[src/rtl/gf_seq_pkg.sv]
// Shared opcodes, FSM encoding and request legality helper for gf_op_sequencer.
package gf_seq_pkg;

   localparam logic [1:0] OP_MULT  = 2'd0;
   localparam logic [1:0] OP_CLMUL = 2'd1;
   localparam logic [1:0] OP_GFMUL = 2'd2;
   localparam logic [1:0] OP_RSVD  = 2'd3;

   typedef enum logic [1:0] {
      S_IDLE = 2'd0,
      S_EXEC = 2'd1,
      S_RED  = 2'd2,
      S_DONE = 2'd3
   } state_e;

   // A GF(2^m) multiply is only meaningful for 2 <= m <= max_gf.
   function automatic logic gf_degree_ok(input int unsigned m, input int unsigned max_gf);
      return (m >= 32'd2) && (m <= max_gf);
   endfunction

endpackage

[src/rtl/gf_op_sequencer.sv]
// Sequencer driving a shared external carry-less/GF datapath for one requester.
// Optional GF_SEQ_OPCOUNT_EN adds completed-operation and error counters.
module gf_op_sequencer
   import gf_seq_pkg::*;
#(
   parameter int unsigned  DATA_WIDTH = 32,
   parameter int unsigned  MAX_GF     = 16,
   localparam int unsigned GW         = $clog2(DATA_WIDTH) + 1
) (
   input  logic                    clk,
   input  logic                    rst,
   input  logic                    in_valid,
   output logic                    in_ready,
   input  logic [1:0]              op,
   input  logic [DATA_WIDTH-1:0]   a,
   input  logic [DATA_WIDTH-1:0]   b,
   input  logic [GW-1:0]           width,
   input  logic [DATA_WIDTH:0]     polyn_red_in,
   output logic                    out_valid,
   input  logic                    out_ready,
   output logic [2*DATA_WIDTH-1:0] result,
   output logic                    err,
   output logic                    dp_carry_option,
   output logic                    dp_red_funct,
   output logic [DATA_WIDTH-1:0]   dp_a,
   output logic [DATA_WIDTH-1:0]   dp_b,
   output logic [GW-1:0]           dp_polyn_grade,
   output logic [DATA_WIDTH:0]     dp_polyn_red_in,
   output logic [2*DATA_WIDTH-1:0] dp_reduc_in,
   input  logic [2*DATA_WIDTH-1:0] dp_mult_out,
   input  logic [DATA_WIDTH-1:0]   dp_out_poly
`ifdef GF_SEQ_OPCOUNT_EN
   ,
   output logic [31:0]             op_count,
   output logic [15:0]             err_count
`endif
);

   state_e                  state_q;
   logic [1:0]              op_q;
   logic                    in_ready_q;
   logic                    out_valid_q;
   logic                    err_q;
   logic [2*DATA_WIDTH-1:0] result_q;
   logic                    dp_carry_q;
   logic                    dp_red_q;
   logic [DATA_WIDTH-1:0]   dp_a_q;
   logic [DATA_WIDTH-1:0]   dp_b_q;
   logic [GW-1:0]           dp_grade_q;
   logic [DATA_WIDTH:0]     dp_poly_q;
   logic [2*DATA_WIDTH-1:0] dp_reduc_q;
   logic                    req_bad_c;
   logic                    done_hs_c;

   // Illegal requests skip the datapath and complete with err.
   assign req_bad_c = (op == OP_RSVD) ||
                      ((op == OP_GFMUL) && !gf_degree_ok(32'(width), MAX_GF));
   assign done_hs_c = (state_q == S_DONE) && out_ready;

   // Operation FSM with all outputs and datapath controls registered.
   always_ff @(posedge clk) begin
      if (rst) begin
         state_q     <= S_IDLE;
         op_q        <= OP_MULT;
         in_ready_q  <= 1'b1;
         out_valid_q <= 1'b0;
         err_q       <= 1'b0;
         result_q    <= '0;
         dp_carry_q  <= 1'b0;
         dp_red_q    <= 1'b0;
         dp_a_q      <= '0;
         dp_b_q      <= '0;
         dp_grade_q  <= '0;
         dp_poly_q   <= '0;
         dp_reduc_q  <= '0;
      end else begin
         case (state_q)
            S_IDLE: begin
               if (in_valid) begin
                  op_q       <= op;
                  dp_a_q     <= a;
                  dp_b_q     <= b;
                  dp_grade_q <= width;
                  dp_poly_q  <= polyn_red_in;
                  dp_carry_q <= (op == OP_MULT);
                  dp_red_q   <= 1'b0;
                  in_ready_q <= 1'b0;
                  if (req_bad_c) begin
                     err_q       <= 1'b1;
                     result_q    <= '0;
                     out_valid_q <= 1'b1;
                     state_q     <= S_DONE;
                  end else begin
                     state_q <= S_EXEC;
                  end
               end
            end
            S_EXEC: begin
               if (op_q == OP_GFMUL) begin
                  dp_reduc_q <= dp_mult_out;
                  dp_red_q   <= 1'b1;
                  dp_carry_q <= 1'b0;
                  state_q    <= S_RED;
               end else begin
                  result_q    <= dp_mult_out;
                  out_valid_q <= 1'b1;
                  state_q     <= S_DONE;
               end
            end
            S_RED: begin
               result_q    <= {{DATA_WIDTH{1'b0}}, dp_out_poly};
               out_valid_q <= 1'b1;
               state_q     <= S_DONE;
            end
            S_DONE: begin
               if (out_ready) begin
                  out_valid_q <= 1'b0;
                  err_q       <= 1'b0;
                  dp_red_q    <= 1'b0;
                  in_ready_q  <= 1'b1;
                  state_q     <= S_IDLE;
               end
            end
            default: state_q <= S_IDLE;
         endcase
      end
   end

   assign in_ready        = in_ready_q;
   assign out_valid       = out_valid_q;
   assign err             = err_q;
   assign result          = result_q;
   assign dp_carry_option = dp_carry_q;
   assign dp_red_funct    = dp_red_q;
   assign dp_a            = dp_a_q;
   assign dp_b            = dp_b_q;
   assign dp_polyn_grade  = dp_grade_q;
   assign dp_polyn_red_in = dp_poly_q;
   assign dp_reduc_in     = dp_reduc_q;

`ifdef GF_SEQ_OPCOUNT_EN
   logic [31:0] op_count_q;
   logic [15:0] err_count_q;

   // Count completed result handshakes, and those that carried err.
   always_ff @(posedge clk) begin
      if (rst) begin
         op_count_q  <= '0;
         err_count_q <= '0;
      end else if (done_hs_c) begin
         op_count_q <= op_count_q + 32'd1;
         if (err_q) begin
            err_count_q <= err_count_q + 16'd1;
         end
      end
   end

   assign op_count  = op_count_q;
   assign err_count = err_count_q;
`else
   logic unused_c;
   assign unused_c = done_hs_c;
`endif

endmodule

[config.mk]
export PLATFORM = sky130hd
export DESIGN_NAME = gf_op_sequencer
export DESIGN_NICKNAME = d
export VERILOG_FILES = /design/src/rtl/gf_seq_pkg.sv /design/src/rtl/gf_op_sequencer.sv
export SDC_FILE = /design/constraint.sdc
export NUM_CORES = 1
export LEC_CHECK = 0
export ABC_CLOCK_PERIOD_IN_PS = 2100
export CELL_PAD_IN_SITES_DETAIL_PLACEMENT = 1
export CELL_PAD_IN_SITES_GLOBAL_PLACEMENT = 1
export CORE_MARGIN = 5
export CORE_UTILIZATION = 28
export DETAILED_ROUTE_END_ITERATION = 6
export PLACE_DENSITY_LB_ADDON = 0.1
export SYNTH_ARGS = -nofsm -noshare
export SYNTH_HDL_FRONTEND = slang
export SYNTH_SLANG_ARGS = --single-unit
[constraint.sdc]
create_clock -name clk -period 2.1 [get_ports clk]
set_input_delay 0.315 -clock clk [delete_from_list [all_inputs] [get_ports clk]]
set_output_delay 0.315 -clock clk [all_outputs]
set_load 0.005 [all_outputs]
==> results of run 1 <==
==> sequential cells by signal (all words and copies together), names as in the netlist <==
signal,cells
dp_red_funct,1
dp_carry_option,1
dp_b,32
err,1
in_ready,1
dp_reduc_in,64
dp_a,32
result,64
out_valid,1
dp_polyn_red_in,33
state_q,2
dp_polyn_grade,6
op_q,2
==> kinds of logic after synthesis <==
kind of cell | share of synthesized area [%]
AOI/OAI and AO/OA | 17.3
buffers and inverters | 4.29
DFF | 53.5
adders and majority gates | 0.697
and+or+nand+nor | 24.1
==> how the worst max path moves through the flow <==
stage | start | endpoint | slack, ps
global route | state_q[0] | result[31] | 30
global placement | width[3] | result[15] | -220
floorplan | state_q[0] | result[10] | 170
detailed placement | op[0] | result[4] | -260
CTS | state_q[1] | result[14] | 30
finish | state_q[1] | result[31] | 180
==> cells in the final DEF, fill, tap and decap left out, types with 2 or more instances in the layout <==
cell,n
o21bai_1,2
dfxtp_1,240
o21ai_1,7
nor3_1,3
nand3b_1,33
nor3_2,2
o21ai_0,28
clkbuf_8,8
nand4_1,2
clkdlybuf4s50_1,439
inv_1,6
clkbuf_16,29
a22o_1,32
ha_1,4
nor2_1,4
clkbuf_1,8
clkinv_2,3
buf_4,22
a21oi_1,206
nor4b_1,2
nand2b_1,34
nand2_1,372
nand3_1,35
buf_12,12
==> power by group through the flow <==
stage               clock network, uW  registers, uW  logic, uW
finish                           4770           5640       5820
detailed placement                  0           5740       5880
global route                     5130           5730       6360
global placement                    0           5700       5830
CTS                              4950           5650       5920
floorplan                           0           5780       2480
==> per-stage QoR <==
| stage | hold slack [ps] | instance area [sq um] | std cells | total power (uW) | utilization, % |
|---|---|---|---|---|---|
| finish | 300 | 14900 | 1954 | 16200 | 47.0 |
| global route | 308 | 14900 | 1954 | 17200 | 47.0 |
| CTS | 280 | 14800 | 1953 | 16500 | 46.9 |
| detailed placement | 447 | 13900 | 1905 | 11600 | 44.1 |
| global placement | 440 | 13900 | 1905 | 11500 | 44.1 |
| floorplan | 439 | 8970 | 1120 | 8260 | - |
==> cell type report <==
type	instances	area [sq um]
inverter	6	22.5
clock buffer	44	852
sequential	240	4800
tap	402	503
timing repair buffer	475	4820
antenna	1	2.50
clock inverter	4	45.0
fill	3637	16800
multi-input combinational	782	3810
==> worst register-to-register path: stages, from the launching register on <==
cell      delay [ps]
dfxtp_1          320
inv_1             60
buf_4            140
ha_1             200
nand3b_1         140
nand3_1          130
buf_4            150
nor3_2           190
buf_12           230
nand3_1          130
a21oi_1          140
==> per-layer routing <==
metal	vias up	global-route usage [%]	wire (um)
met5	-	0	7
met4	2	5.75	1110
met3	54	7.74	3410
met2	324	33.1	17400
met1	4382	22.6	15000
li1	4538	-	-
==> timing repair <==
item / in CTS / in global routing
gates resized for setup: 1 / 5
endpoints found under the hold margin: 0 / 0
gates cloned: 0 / 0
hold buffers: 0 / 0
setup endpoints to repair: 29 / 66
==> impl_metrics.ini, run 1 <==
[setup_path]
crit_chain = inv_1 > buf_4 > ha_1 > nand3b_1 > nand3_1 > buf_4 > nor3_2 > buf_12 > nand3_1 > a21oi_1
crit_family = buffers and inverters
path_max_fanout = 32
r2r_end = result[31]
r2r_cells = 10
crit_required_ps = 2560
slowest_delay_ps = 320
worstPathArrival_ps = 2380
cp-end-kind = flip-flop
r2r_start = state_q[1]
r2r_setup_slack_ps = 180
cp-start-kind = flip-flop
slowest_stage = dfxtp_1
timing.critical_path.depth = 10
path_buf_inv = 4
path_class = reg2reg

[sta]
finalSetupTns_ps = 0
maxSlewViolCount = 0
clock_skew_ps = 6.09
finalSetupViolations = 0
max_freq_mhz = 522
worstMarginPinSlew_ps = 580
hold_viol = 0
slew_headroom_pct = 61.3
fin_crit_sh_pct = 91.2
rsz0062_at_grt = no
worst_slack_ps = 184
min_period_ps = 1920

[global_route]
overflow = 0
grt_pass1_vias = 9620
grt_max_degree = 82
antenna_found_initial = 2
grt_pass1_wl_um = 56200
grt_usage_pct = 19.4

[floorplan]
rows = 65
die_x_um = 189
dieArea_sq_um = 35700
ios = 441
die_h_um = 189
start_util_pct = 28.4
core_area_sq_um = 31600

[clock_tree]
clk_latency_ps = 530
cts.sinks = 240
cts_max_path_buffers = 3
h-tree-depth = 1
cts_tree = yes
post_cts_buffers = 0
cts_made_buffers = 28
clk_pin_slew_ps = 60
ctsRootBufferMaster = clkbuf_16

[logic_synthesis]
synth_warnings = 0
synth-async-reset-ratio_pct = 0
synth_top_area_share_pct = 53.5
synth.most_common_cell = nand2_1
synth-seq-cells = 240
synthesis.area_sq_um = 8970
ys_top_cells_by_count = 373 x nand2_1, 240 x dfxtp_1, 206 x a21oi_1
synth_edf_count = 0
synth_cells = 1120
synth_nets = 1330
ys_top_cells_by_area = dfxtp_1 54%, nand2_1 16%, a21oi_1 11%
synth-main-ff-cell = dfxtp_1
synth_top_area_cell = dfxtp_1
synth_area_per_cell_sq_um = 8.01
ys_types = 33
synth-seq-area-share_pct = 53.5

[final_layout]
final_layout_size_suffix_gt1_share_pct = 5.42
area_delta_synth_final_pct = 65.7
nets = 1743

[pwr]
p_leak_uw = 0.00523
pwr-share-clk_pct = 29.4
p_comb_share_pct = 35.9
p_sw_share_pct = 32.6
worst_ir_drop_vdd_mv = 0.651
powerDensity_nw_per_um2 = 1090
p_int_uw = 10900
p_switching_uw = 5300
power_frac_seq_pct = 34.8

[min_path]
hp-class = in2reg
worstHoldStart = rst
holdPathStages = 2
min_to = dp_reduc_in[27]

[drt]
antenna_left = 0
first_iter_violations = 328
route.detailed.drc = 0
wl_per_cell_um = 18.9
avgViaCountPerCell = 4.76
firstDrtPassIters = 6
vias = 9300
drt-total-wl_um = 36900

[place]
dp_hpwl_um = 25800
gp_congestion = 0.797
dp_worst_setup_slack_ps = -263
io_buffer_count = 440

[run_status]
status = finished clean

[job]
cap_violations = 0
Note: power is estimated with default switching activity, not from simulation.
==> run 2: changes to the inputs <==
- RECOVER_POWER: not set -> 25
==> run 2 against run 1 <==
Setup slack got worse by 4.9 ps; cell count unchanged; design area down 0.20%; sequential cell count unchanged; sequential share of layout area rose by 0.066 points; utilization decreased by 0.095 points; highest routed layer unchanged; global-route usage is the same; maximum frequency is 0.26% lower.
==> impl_metrics.ini, run 2 (same netlist as run 1, synthesis figures left out) <==
[pwr]
pwr-share-clk_pct = 29.6
powerDensity_nw_per_um2 = 1090
power_frac_seq_pct = 34.9
p_int_uw = 10900
p_leak_uw = 0.00534
total_power_uw = 16100
p_comb_share_pct = 35.5
worst_ir_drop_vdd_mv = 0.654
p_switching_uw = 5290
p_sw_share_pct = 32.8

[min_path]
worstHoldStart = rst
holdPathStages = 2
hp-class = in2reg
min_to = result[30]

[place]
io_buffer_count = 440
dp.cells = 1905
dp_worst_setup_slack_ps = -263
gp_congestion = 0.797
dp_hpwl_um = 25800

[floorplan]
dieArea_sq_um = 35700
die_x_um = 189
rows = 65
die_h_um = 189
ios = 441
core_area_sq_um = 31600
start_util_pct = 28.4

[drt]
route.detailed.drc = 0
avgViaCountPerCell = 4.76
antenna_left = 0
vias = 9299
firstDrtPassIters = 4
drt-total-wl_um = 36900
first_iter_violations = 324
wl_per_cell_um = 18.9

[clock_tree]
post_cts_buffers = 0
cts_hold_buffers = 0
cts.sinks = 240
clk_pin_slew_ps = 60
cts_max_path_buffers = 3
clk_latency_ps = 530
ctsRootBufferMaster = clkbuf_16
cts_tree = yes
h-tree-depth = 1
cts_made_buffers = 28

[setup_path]
r2r_cells = 10
r2r_setup_slack_ps = 180
path_class = reg2reg
crit_required_ps = 2560
worstPathArrival_ps = 2380
r2r_start = state_q[1]
path_max_fanout = 32
cp-end-kind = flip-flop
cp-start-kind = flip-flop
r2r_end = result[31]

[final_layout]
final_layout_size_suffix_gt1_share_pct = 5.35
final_common_cell = clkdlybuf4s50_1
area_delta_synth_final_pct = 65.4
nets = 1743
instances_no_fill = 1954
mostFrequentLayoutCells = 402 x clkdlybuf4s50_1, 372 x nand2_1, 240 x dfxtp_1

[sta]
min_period_ps = 1920
hold_viol = 0
slew_headroom_pct = 50.7
fin_crit_sh_pct = 91.5
finalSetupViolations = 0
maxSlewViolCount = 0
clock_skew_ps = 5.65
worstMarginPinSlew_ps = 739
worst_slack_ps = 179
finalSetupTns_ps = 0
rsz0062_at_grt = no
max_freq_mhz = 521

[global_route]
grt_usage_pct = 19.4
grt_pass1_wl_um = 56200
antenna_found_initial = 2
grt_pass1_vias = 9620
overflow = 0
grt_max_degree = 82

[run_status]
status = finished clean

[job]
cap_violations = 0
## run 2: routing by layer
layer / vias to the layer above / share of wire [%] / global-route usage [%]
li1: 4539 / - / -
met1: 4380 / 41 / 22.6
met2: 322 / 47 / 33.1
met3: 56 / 9.2 / 7.74
met4: 2 / 3.0 / 5.75
met5: - / 0.035 / 0
## run 2: worst max-delay path, cell delays in order, from the launching register on
cell and delay (ps):
dfxtp_1 320, inv_1 60, buf_4 140, ha_1 190
nand3b_1 150, nand3_1 130, buf_4 160, nor3_2 190
buf_12 230, nand3_1 110, a21oi_1 140
## run 2: per-stage QoR
stage	area, sq um	utilization, %	hold WS, ps
5_1_grt	14800	46.9	308
3_3_place_gp	13900	44.1	440
3_5_place_dp	13900	44.1	447
6_report	14800	46.9	301
4_1_cts	14800	46.9	280
2_1_floorplan	8970	-	439
## run 2: worst max-delay path by stage
stage | slack [ps] | startpoint | end
after CTS | 30 | state_q[1] | result[14]
after floorplan | 170 | state_q[0] | result[10]
final | 180 | state_q[1] | result[31]
after global routing | 30 | state_q[0] | dp_a[10]
after global placement | -220 | width[3] | result[15]
after detailed placement | -260 | op[0] | result[4]
## run 2: cell type report
| type | instances | area [sq um] |
|---|---|---|
| clock buffers | 44 | 852 |
| multi-input cells | 782 | 3810 |
| flip-flops and latches | 240 | 4800 |
| fillers | 3641 | 16800 |
| diodes | 1 | 2.50 |
| inverters | 6 | 22.5 |
| well taps | 402 | 503 |
| clock inverters | 4 | 45.0 |
| repair buffers | 475 | 4790 |
## run 2: timing repair
| action | CTS | global route |
|---|---|---|
| setup endpoints to repair | 29 | 66 |
| resized for setup | 1 | 5 |
| hold endpoints to repair | 0 | 0 |
## run 2: power by group through the flow
stage / combinational [uW] / clock, uW / sequential [uW]
6_report: 5730 / 4770 / 5640
4_1_cts: 5920 / 4950 / 5650
2_1_floorplan: 2480 / 0 / 5780
5_1_grt: 6280 / 5130 / 5730
3_3_place_gp: 5830 / 0 / 5700
3_5_place_dp: 5880 / 0 / 5740
==> run 3: changes to the inputs <==
- GPL_ROUTABILITY_DRIVEN: not set -> 0
==> results of run 3 <==
Final layout, timing and power as in run 2 (identical DEF).
